## src/rtl/tinyriscv_pkg.sv

```systemverilog
// Shared core definitions: RV32M multiply funct3 encodings and the
// multiplier FSM state type (also visible to the EX controller for debug).
package tinyriscv_pkg;

    localparam logic [2:0] INST_MUL    = 3'b000;
    localparam logic [2:0] INST_MULH   = 3'b001;
    localparam logic [2:0] INST_MULHSU = 3'b010;
    localparam logic [2:0] INST_MULHU  = 3'b011;

    typedef enum logic [1:0] {
        IDLE = 2'd0,
        CALC = 2'd1,
        END  = 2'd2
    } mul_state_t;

endpackage

```

## src/rtl/mul_iter.sv

```systemverilog
// Iterative radix-2 shift-add multiplier for MUL/MULH/MULHSU/MULHU.
// Operates on magnitudes, fixes the sign at the end; fixed WIDTH+2 cycle latency.
module mul_iter
    import tinyriscv_pkg::*;
#(
    parameter int WIDTH = 32
) (
    input  logic             clk_i,
    input  logic             rst_ni,
    input  logic             valid_i,
    input  logic [WIDTH-1:0] multiplicand_i,
    input  logic [WIDTH-1:0] multiplier_i,
    input  logic [2:0]       op_i,
    output logic [WIDTH-1:0] data_o,
    output logic             ready_o
);

    localparam int CW = (WIDTH > 1) ? $clog2(WIDTH) : 1;

    mul_state_t       state_reg,  state_next;
    logic [CW-1:0]    count_reg,  count_next;
    logic [2:0]       op_reg,     op_next;
    logic             neg_reg,    neg_next;
    logic [WIDTH-1:0] mcand_reg,  mcand_next;
    logic [WIDTH-1:0] acc_hi_reg, acc_hi_next;
    // Low half of the accumulator: product bits shift in from the top as
    // multiplier bits are consumed from the bottom.
    logic [WIDTH-1:0] mplier_reg, mplier_next;
    logic [WIDTH-1:0] data_reg,   data_next;
    logic             ready_reg,  ready_next;

    logic             rs1_signed, rs2_signed;
    logic             rs1_neg, rs2_neg;
    logic [WIDTH-1:0] addend;
    logic [WIDTH:0]   sum;
    logic [2*WIDTH-1:0] prod_raw, prod;
    logic [WIDTH-1:0] result;

    always_comb begin
        rs1_signed = (op_i == INST_MULH) || (op_i == INST_MULHSU);
        rs2_signed = (op_i == INST_MULH);
        rs1_neg    = rs1_signed & multiplicand_i[WIDTH-1];
        rs2_neg    = rs2_signed & multiplier_i[WIDTH-1];

        addend   = mplier_reg[0] ? mcand_reg : '0;
        sum      = {1'b0, acc_hi_reg} + {1'b0, addend};

        prod_raw = {acc_hi_reg, mplier_reg};
        prod     = neg_reg ? -prod_raw : prod_raw;

        case (op_reg)
            INST_MUL:                           result = prod[WIDTH-1:0];
            INST_MULH, INST_MULHSU, INST_MULHU: result = prod[2*WIDTH-1:WIDTH];
            default:                            result = '0;
        endcase
    end

    always_comb begin
        state_next  = state_reg;
        count_next  = count_reg;
        op_next     = op_reg;
        neg_next    = neg_reg;
        mcand_next  = mcand_reg;
        acc_hi_next = acc_hi_reg;
        mplier_next = mplier_reg;
        data_next   = data_reg;
        ready_next  = 1'b0;

        if (!valid_i) begin
            // Abort: drop everything so no partial result is ever visible.
            state_next  = IDLE;
            count_next  = '0;
            op_next     = '0;
            neg_next    = 1'b0;
            mcand_next  = '0;
            acc_hi_next = '0;
            mplier_next = '0;
            data_next   = '0;
        end else begin
            case (state_reg)
                IDLE: begin
                    state_next  = CALC;
                    count_next  = CW'(WIDTH - 1);
                    op_next     = op_i;
                    neg_next    = rs1_neg ^ rs2_neg;
                    // The most negative value maps to 2^(WIDTH-1), still fits unsigned.
                    mcand_next  = rs1_neg ? -multiplicand_i : multiplicand_i;
                    mplier_next = rs2_neg ? -multiplier_i   : multiplier_i;
                    acc_hi_next = '0;
                    data_next   = '0;
                end
                CALC: begin
                    acc_hi_next = sum[WIDTH:1];
                    mplier_next = {sum[0], mplier_reg[WIDTH-1:1]};
                    count_next  = count_reg - CW'(1);
                    if (count_reg == '0) begin
                        state_next = END;
                    end
                end
                END: begin
                    data_next  = result;
                    ready_next = 1'b1;
                    state_next = IDLE;
                end
                default: begin
                    state_next = IDLE;
                end
            endcase
        end
    end

    always_ff @(posedge clk_i or negedge rst_ni) begin
        if (!rst_ni) begin
            state_reg  <= IDLE;
            count_reg  <= '0;
            op_reg     <= '0;
            neg_reg    <= 1'b0;
            mcand_reg  <= '0;
            acc_hi_reg <= '0;
            mplier_reg <= '0;
            data_reg   <= '0;
            ready_reg  <= 1'b0;
        end else begin
            state_reg  <= state_next;
            count_reg  <= count_next;
            op_reg     <= op_next;
            neg_reg    <= neg_next;
            mcand_reg  <= mcand_next;
            acc_hi_reg <= acc_hi_next;
            mplier_reg <= mplier_next;
            data_reg   <= data_next;
            ready_reg  <= ready_next;
        end
    end

    assign data_o  = data_reg;
    assign ready_o = ready_reg;

endmodule

```

## config.mk

```make
export PLATFORM = sky130hd
export DESIGN_NAME = mul_iter
export DESIGN_NICKNAME = d
export VERILOG_FILES = /design/src/rtl/tinyriscv_pkg.sv /design/src/rtl/mul_iter.sv
export SDC_FILE = /design/constraint.sdc
export NUM_CORES = 1
export LEC_CHECK = 0
export BUFFER_PORTS_ARGS = -buffer_cell sky130_fd_sc_hd__buf_4
export CORE_MARGIN = 1.5
export CORE_UTILIZATION = 60
export DETAILED_ROUTE_END_ITERATION = 12
export GPL_ROUTABILITY_DRIVEN = 0
export GPL_TIMING_DRIVEN = 1
export PLACE_DENSITY_LB_ADDON = 0.3
export SETUP_SLACK_MARGIN = 0.1
export SYNTH_ARGS = -nofsm -noshare
export SYNTH_HDL_FRONTEND = slang
export SYNTH_SLANG_ARGS = --single-unit
export TNS_END_PERCENT = 100
```

## constraint.sdc

```tcl
create_clock -name clk_i -period 3.7 [get_ports clk_i]
set_clock_uncertainty 0.1 [all_clocks]
set_input_delay 0.925 -clock clk_i [delete_from_list [all_inputs] [get_ports clk_i]]
set_output_delay 0.925 -clock clk_i [all_outputs]
set_load 0.05 [all_outputs]
```

# --- After elaboration in Yosys (flattened, before gate mapping) ---
# Index checks and enable logic that the tools add are counted.
totals:
  elab_cells: 57
  reg_bits: 140
  out_inout_bits: 33
  in_bits: 70
op_classes:
  bitwise: 3
  muxes: 24
  n_eq_ne: 11
  add_sub_neg: 5
  reduce_logical: 5
ops:
  columns: ["op", "n"]
  rows:
  - ["$mux W32", 8]
  - ["$pmux W32 S2", 4]
  - ["$mux W64", 1]
  - ["$neg A32 Y32", 2]
  - ["$neg A64 Y64", 1]
  - ["$add A32 B32 Y33", 1]
  - ["$pmux W5 S2", 1]
  - ["$eq A3 B2 Y1 const B", 3]
  - ["$eq A3 B1 Y1 const B", 2]
  - ["$mux W3", 2]
  - ["$ne A3 B1 Y1 const B", 2]
  - ["$logic_not A5 Y1", 1]
  - ["$mux W5", 1]
  - ["$sub A5 B1 Y5 const B", 1]
  - ["$mux W1", 4]
  - ["$mux W2", 2]
  - ["$pmux W2 S2", 1]
  - ["$logic_not A3 Y1", 1]
  - ["$ne A3 B3 Y1 const B", 1]
  - ["$reduce_or A3 Y1", 1]
  - ["$and A1 B1 Y1", 2]
  - ["$eq A2 B1 Y1 const B", 1]
  - ["$eq A2 B2 Y1 const B", 1]
  - ["$logic_not A2 Y1", 1]
  - ["other kinds (3)", 3]

# --- Longest topological paths before layout ---
logic_depth:
  depth_word: 6
  ltp_mapped: 14

# --- Worst setup path before layout ---
# Ideal clock, no wire load.
synth_path:
  path_type: "register to register"
  start: "register mplier_reg[0]"
  end: "register acc_hi_reg[29]"
  slack_ns: 0.439
  t_required_ns: 3.478
  n_path_buf: 2
  arrival_ns: 3.040
  setup_ns: 0.122
  stages_incl_launch_ff: 15
  synth_period_minus_slack_ns: 3.261
  path_cell_list: "dfrtp_1 -> clkbuf_1 -> clkbuf_1 -> and2_1 -> ha_1 -> inv_1 -> fa_1 -> nor2b_1 -> o211ai_1 -> a21boi_0 -> o21ai_0 -> a211oi_1 -> o2111ai_1 -> a21o_1 -> a32o_1"
synth_between:
  elab_chain_cells: 4
synth_rtl:
  columns: ["item", "line", "source"]
  rows:
  - ["start: declaration", "mul_iter.sv:28", "logic [WIDTH-1:0] mplier_reg, mplier_next;"]
  - ["start signal: assignment", "mul_iter.sv:130", "mplier_reg <= mplier_next;"]
  - ["$mux W32", "mul_iter.sv:45", "addend = mplier_reg[0] ? mcand_reg : '0;"]
  - ["$add A32 B32 Y33", "mul_iter.sv:46", "sum = {1'b0, acc_hi_reg} + {1'b0, addend};"]
  - ["$pmux W32 S2", "mul_iter.sv:80", "case (state_reg)"]
  - ["$mux W32", "mul_iter.sv:69", "if (!valid_i) begin"]
  - ["end signal: assignment", "mul_iter.sv:129", "acc_hi_reg <= acc_hi_next;"]
  - ["end: declaration", "mul_iter.sv:25", "logic [WIDTH-1:0] acc_hi_reg, acc_hi_next;"]
# No other way between the ends.
# A chain may end at the register's enable or synchronous reset.

# --- Worst setup path after layout ---
# Same ends and word-level chain as after synthesis.

==> results by stage <==
Drt:
- The routed via count divided by cell count is approximately 6.3.
- Detailed routing inserted a total of 9698 vias.
- After detailed routing, the average wire length per cell comes to ~18 µm.
- For this run, design rule violations remaining after detail routing come to 0.
- The routed wire length is 28000 µm.
- The number of antenna-violating nets in the routed design is 0.
- The iteration-0 DRC count of the detailed router is about 960.
- The number of detailed-route iterations in the first pass is 6.

Logic synthesis:
- The post-synthesis net count is 1320.
- The instance count of the mapped netlist is 1212.
- The register bit total from synthesis is 140.
- The average instance in the mapped netlist occupies 8.29 µm².
- The total standard cell area after synthesis is 10000 µm².
- The share of synthesized area in the top cell type comes to 0.349.
- The Yosys step of the flow raised 0 warnings.
- For this run, the register share of the synthesized area comes to 0.349.
- The library cell occupying the most area in the post-synthesis netlist is sky130_fd_sc_hd__dfrtp_1.
- Counting distinct cell types in the post-synthesis netlist gives between 60 and 70.
- Sorting the synthesized cells by area gives the leading types as sky130_fd_sc_hd__dfrtp_1 (35%), sky130_fd_sc_hd__o21ai_0 (8.3%), sky130_fd_sc_hd__xor2_1 (6.4%).
- Counting flops with a built-in enable in the synthesized netlist gives 0.
- Among all flip-flop cells after synthesis, the most frequent one is sky130_fd_sc_hd__dfrtp_1.
- After synthesis, the share of flip-flops with an asynchronous set or reset is 1.00.

Finish:
- The final core utilization is 0.705.
- The area growth from synthesis to layout is 15.5%.
- The total of fill cells in the finished design is approximately 1300.
- Of the cells placed in the final design, the portion with a size suffix greater than 1 is 0.133.
- Summing all multi-input logic gate instances after layout gives 6220 µm².
- The combined flip-flop and latch cell area is 3500 µm².
- For this run, the post-layout net count is approximately 1400.
- The finished cells cover 11600 µm².
- The count of antenna diodes in the layout is 0.

Worst setup path:
- The data required time at the worst endpoint is 3910 ps.
- The critical path is of the flip-flop to flip-flop type.
- The critical path starts at mplier_reg[0].
- The type of element launching the critical path is a flip-flop.
- In this run the worst path has a maximum fanout of 30.
- The critical path data arrival time is 3540 ps.
- The worst register-to-register path ends at acc_hi_reg[29].
- The setup slack on the worst flop-to-flop path is about 370 ps.
- STA classifies the critical path endpoint as a flip-flop.
- The startpoint identified for the worst register-to-register timing path is mplier_reg[0].
- The depth of the most critical reg-to-reg path is 11.

Clocking:
- Clock tree synthesis inserted a total of 17 buffers.
- The later pin in the worst-skew pair is clocked with a latency of 420 ps.
- The clock root buffer is sky130_fd_sc_hd__clkbuf_16.
- CTS built an H-tree with a depth of 4.
- The number of resized instances in the post-cts repair step is 0.
- The clock-pin slew on the worst setup and hold paths is around 60 ps.
- The maximum count of clock buffers along a single path is 2.
- TritonCTS built the clock tree.
- The clock drives 140 sinks.
- The post-CTS setup-driven buffer insertion count is 0.
- The quantity of hold-fixing buffers added after cts is 0.

Hold path:
- Counting instances, the worst hold path has a depth of 2.
- The class of the worst hold path is flip-flop to flip-flop.
- The worst hold path terminates at mcand_reg[15].
- The startpoint identified for the worst hold timing path is mcand_reg[15].

Place:
- Before CTS, the worst setup slack after placement is about 210 ps.
- The count of buffers added on input and output ports is around 100.
- Once placement finished, the instance area stood at 11100 µm².
- The placed wire-length estimate is 20700 µm.

Floorplan:
- The floorplan has 47 rows.
- The floorplan step set the die width to 132 µm.
- For this configuration, the core starts out at a cell density of 0.610.
- Pin placement for this block handled 103 I/O pins.
- The vertical die dimension is approximately 130 µm.
- The die covers 17500 µm².
- The core footprint is roughly 16000 µm².

GRT:
- The largest net degree at the start of global routing is 63.
- The number of antenna violations at the first check in global routing is 0.
- The first-pass GRT wire length is ~46000 µm.
- After global routing the overflow that remains totals 0.
- In the global route stage, overall resource usage came out at 0.326.
- The via count of the first global-routing pass is between 9000 and 10000.

Timing:
- The timing-limited maximum frequency is 300 MHz.
- The final-report max-slew violation count is 0.
- The worst pin sits at a relative slew slack of 0.314.
- Setup repair after global routing left no endpoint under its margin.
- In the finished design, the share of the clock period the worst path needs comes to 0.901.
- The number of failing hold endpoints at the final stage was 0.
- Setup slack on the critical path of the routed design comes to about 370 ps.
- The summed negative setup slack over all endpoints is 0 ps.
- The slew at the pin with the worst max-slew slack is approximately 1000 ps.
- The shortest period the worst path allows is 3330 ps.
- Setup violations remaining at the end of the flow were counted as 0.

Pwr:
- The leakage component of the power is 4.96 nW.
- The power density over the cells is 330 nW/µm².
- The worst-case IR drop observed on VDD is about 0.34 mV.

Status:
- The run finished with clean final reports.

Flow run:
- Across the run, the number of max-cap violations was 0.
==> synthesized netlist by cell type (3+ instances only) <==
cell type and instances:
sky130_fd_sc_hd__a311o_1 3, sky130_fd_sc_hd__mux2i_1 9, sky130_fd_sc_hd__nand2b_1 9, sky130_fd_sc_hd__nor3b_1 3, sky130_fd_sc_hd__a21o_1 12, sky130_fd_sc_hd__or4_1 15
sky130_fd_sc_hd__o22ai_1 7, sky130_fd_sc_hd__nor3_1 30, sky130_fd_sc_hd__o31ai_1 28, sky130_fd_sc_hd__o21ai_1 4, sky130_fd_sc_hd__and3_1 3, sky130_fd_sc_hd__o221ai_1 5
sky130_fd_sc_hd__a22oi_1 25, sky130_fd_sc_hd__clkbuf_1 57, sky130_fd_sc_hd__o211ai_1 4, sky130_fd_sc_hd__nor2b_1 6, sky130_fd_sc_hd__and2_1 32, sky130_fd_sc_hd__o41ai_1 13
sky130_fd_sc_hd__a32o_1 4, sky130_fd_sc_hd__buf_1 6, sky130_fd_sc_hd__nand4_1 7, sky130_fd_sc_hd__or3_1 13, sky130_fd_sc_hd__a32oi_1 6, sky130_fd_sc_hd__or2_2 5
sky130_fd_sc_hd__nand3_1 22, sky130_fd_sc_hd__a222oi_1 5, sky130_fd_sc_hd__xor2_1 73, sky130_fd_sc_hd__a21oi_1 70, sky130_fd_sc_hd__a31oi_1 11, sky130_fd_sc_hd__a211oi_1 9
sky130_fd_sc_hd__nor4_1 16, sky130_fd_sc_hd__nor2_1 73, sky130_fd_sc_hd__a22o_1 8, sky130_fd_sc_hd__ha_1 37, sky130_fd_sc_hd__inv_1 24, sky130_fd_sc_hd__o21ai_0 166
sky130_fd_sc_hd__nand2_1 153, sky130_fd_sc_hd__o41ai_2 3, sky130_fd_sc_hd__o21a_1 3, sky130_fd_sc_hd__dfrtp_1 140, sky130_fd_sc_hd__xnor2_1 58
==> metrics by stage <==
step	cells	hold WS (ps)	total power [mW]
after detailed placement	1498	367	2.32
after global routing	1528	395	3.97
final	1528	375	3.83
after CTS	1528	379	3.82
after global placement	1498	354	2.31
after floorplan	1212	342	2.06
==> metal layers <==
metal  share of wire  GRT usage
met1            0.42      0.437
met2            0.48      0.536
met3           0.088     0.0711
met4           0.017     0.0879
met5               0          0
==> cell families (layout without fill, tap and decap cells) <==
kind of cell	Yosys count	count (layout)	synth area share
XOR/XNOR	131	131	0.114
flip-flops	140	140	0.349
AO/OA/AOI/OAI	405	405	0.254
multiplexers	10	10	0.0101
AND/OR/NAND/NOR	400	400	0.192
adder cells (fa/ha/maj)	38	38	0.0481
buffers and inverters	88	184	0.0330
==> placed cells by master (no fill, tap or decap), drive strengths merged, types with 11 or more instances in the layout <==
master and n:
a21o 12, clkbuf 28, a22oi 25, a31oi 11
or3 14, a21oi 70, nor3 30, o41ai 16
nand2 153, o31ai 30, buf 130, xor2 73
o21ai 171, inv 24, dfrtp 140, nand3 22
xnor2 58, and2 33, nor4 17, or4 17
nor2 73, ha 37
==> where the power goes <==
part           total (mW)  switching [mW]  internal [mW]
registers            1.70          0.0893           1.61
logic               0.621           0.376          0.245
clock network        1.51           0.610          0.901
total                3.83            1.08           2.75
==> worst max-delay path, stage by stage, from the launching register on <==
cell and delay (ps):
sky130_fd_sc_hd__dfrtp_1 380, sky130_fd_sc_hd__buf_4 210, sky130_fd_sc_hd__and2_1 160, sky130_fd_sc_hd__ha_1 410, sky130_fd_sc_hd__nand3_1 180, sky130_fd_sc_hd__nor2_1 120
sky130_fd_sc_hd__a21boi_0 250, sky130_fd_sc_hd__o21ai_0 270, sky130_fd_sc_hd__a211oi_1 450, sky130_fd_sc_hd__o2111ai_1 230, sky130_fd_sc_hd__a21o_1 210, sky130_fd_sc_hd__a32o_1 240
==> area by class of cell <==
cell class / count / area share
clock inverters: 2 / 0.000863
well taps: 220 / 0.0237
flip-flops and latches: 140 / 0.302
multi-input cells: 984 / 0.536
repair buffers: 130 / 0.0866
clock buffers: 28 / 0.0428
inverters: 24 / 0.00776
==> worst max path at each step <==
stage	end	slack [ps]	cells past startpoint
after floorplan	acc_hi_reg[29]	440	14
after global placement	mplier_reg[24]	300	9
after detailed placement	mcand_reg[29]	210	9
after CTS	acc_hi_reg[29]	400	11
after global routing	acc_hi_reg[29]	140	10
final	acc_hi_reg[29]	370	11
Power figures use the tool's default switching activity.
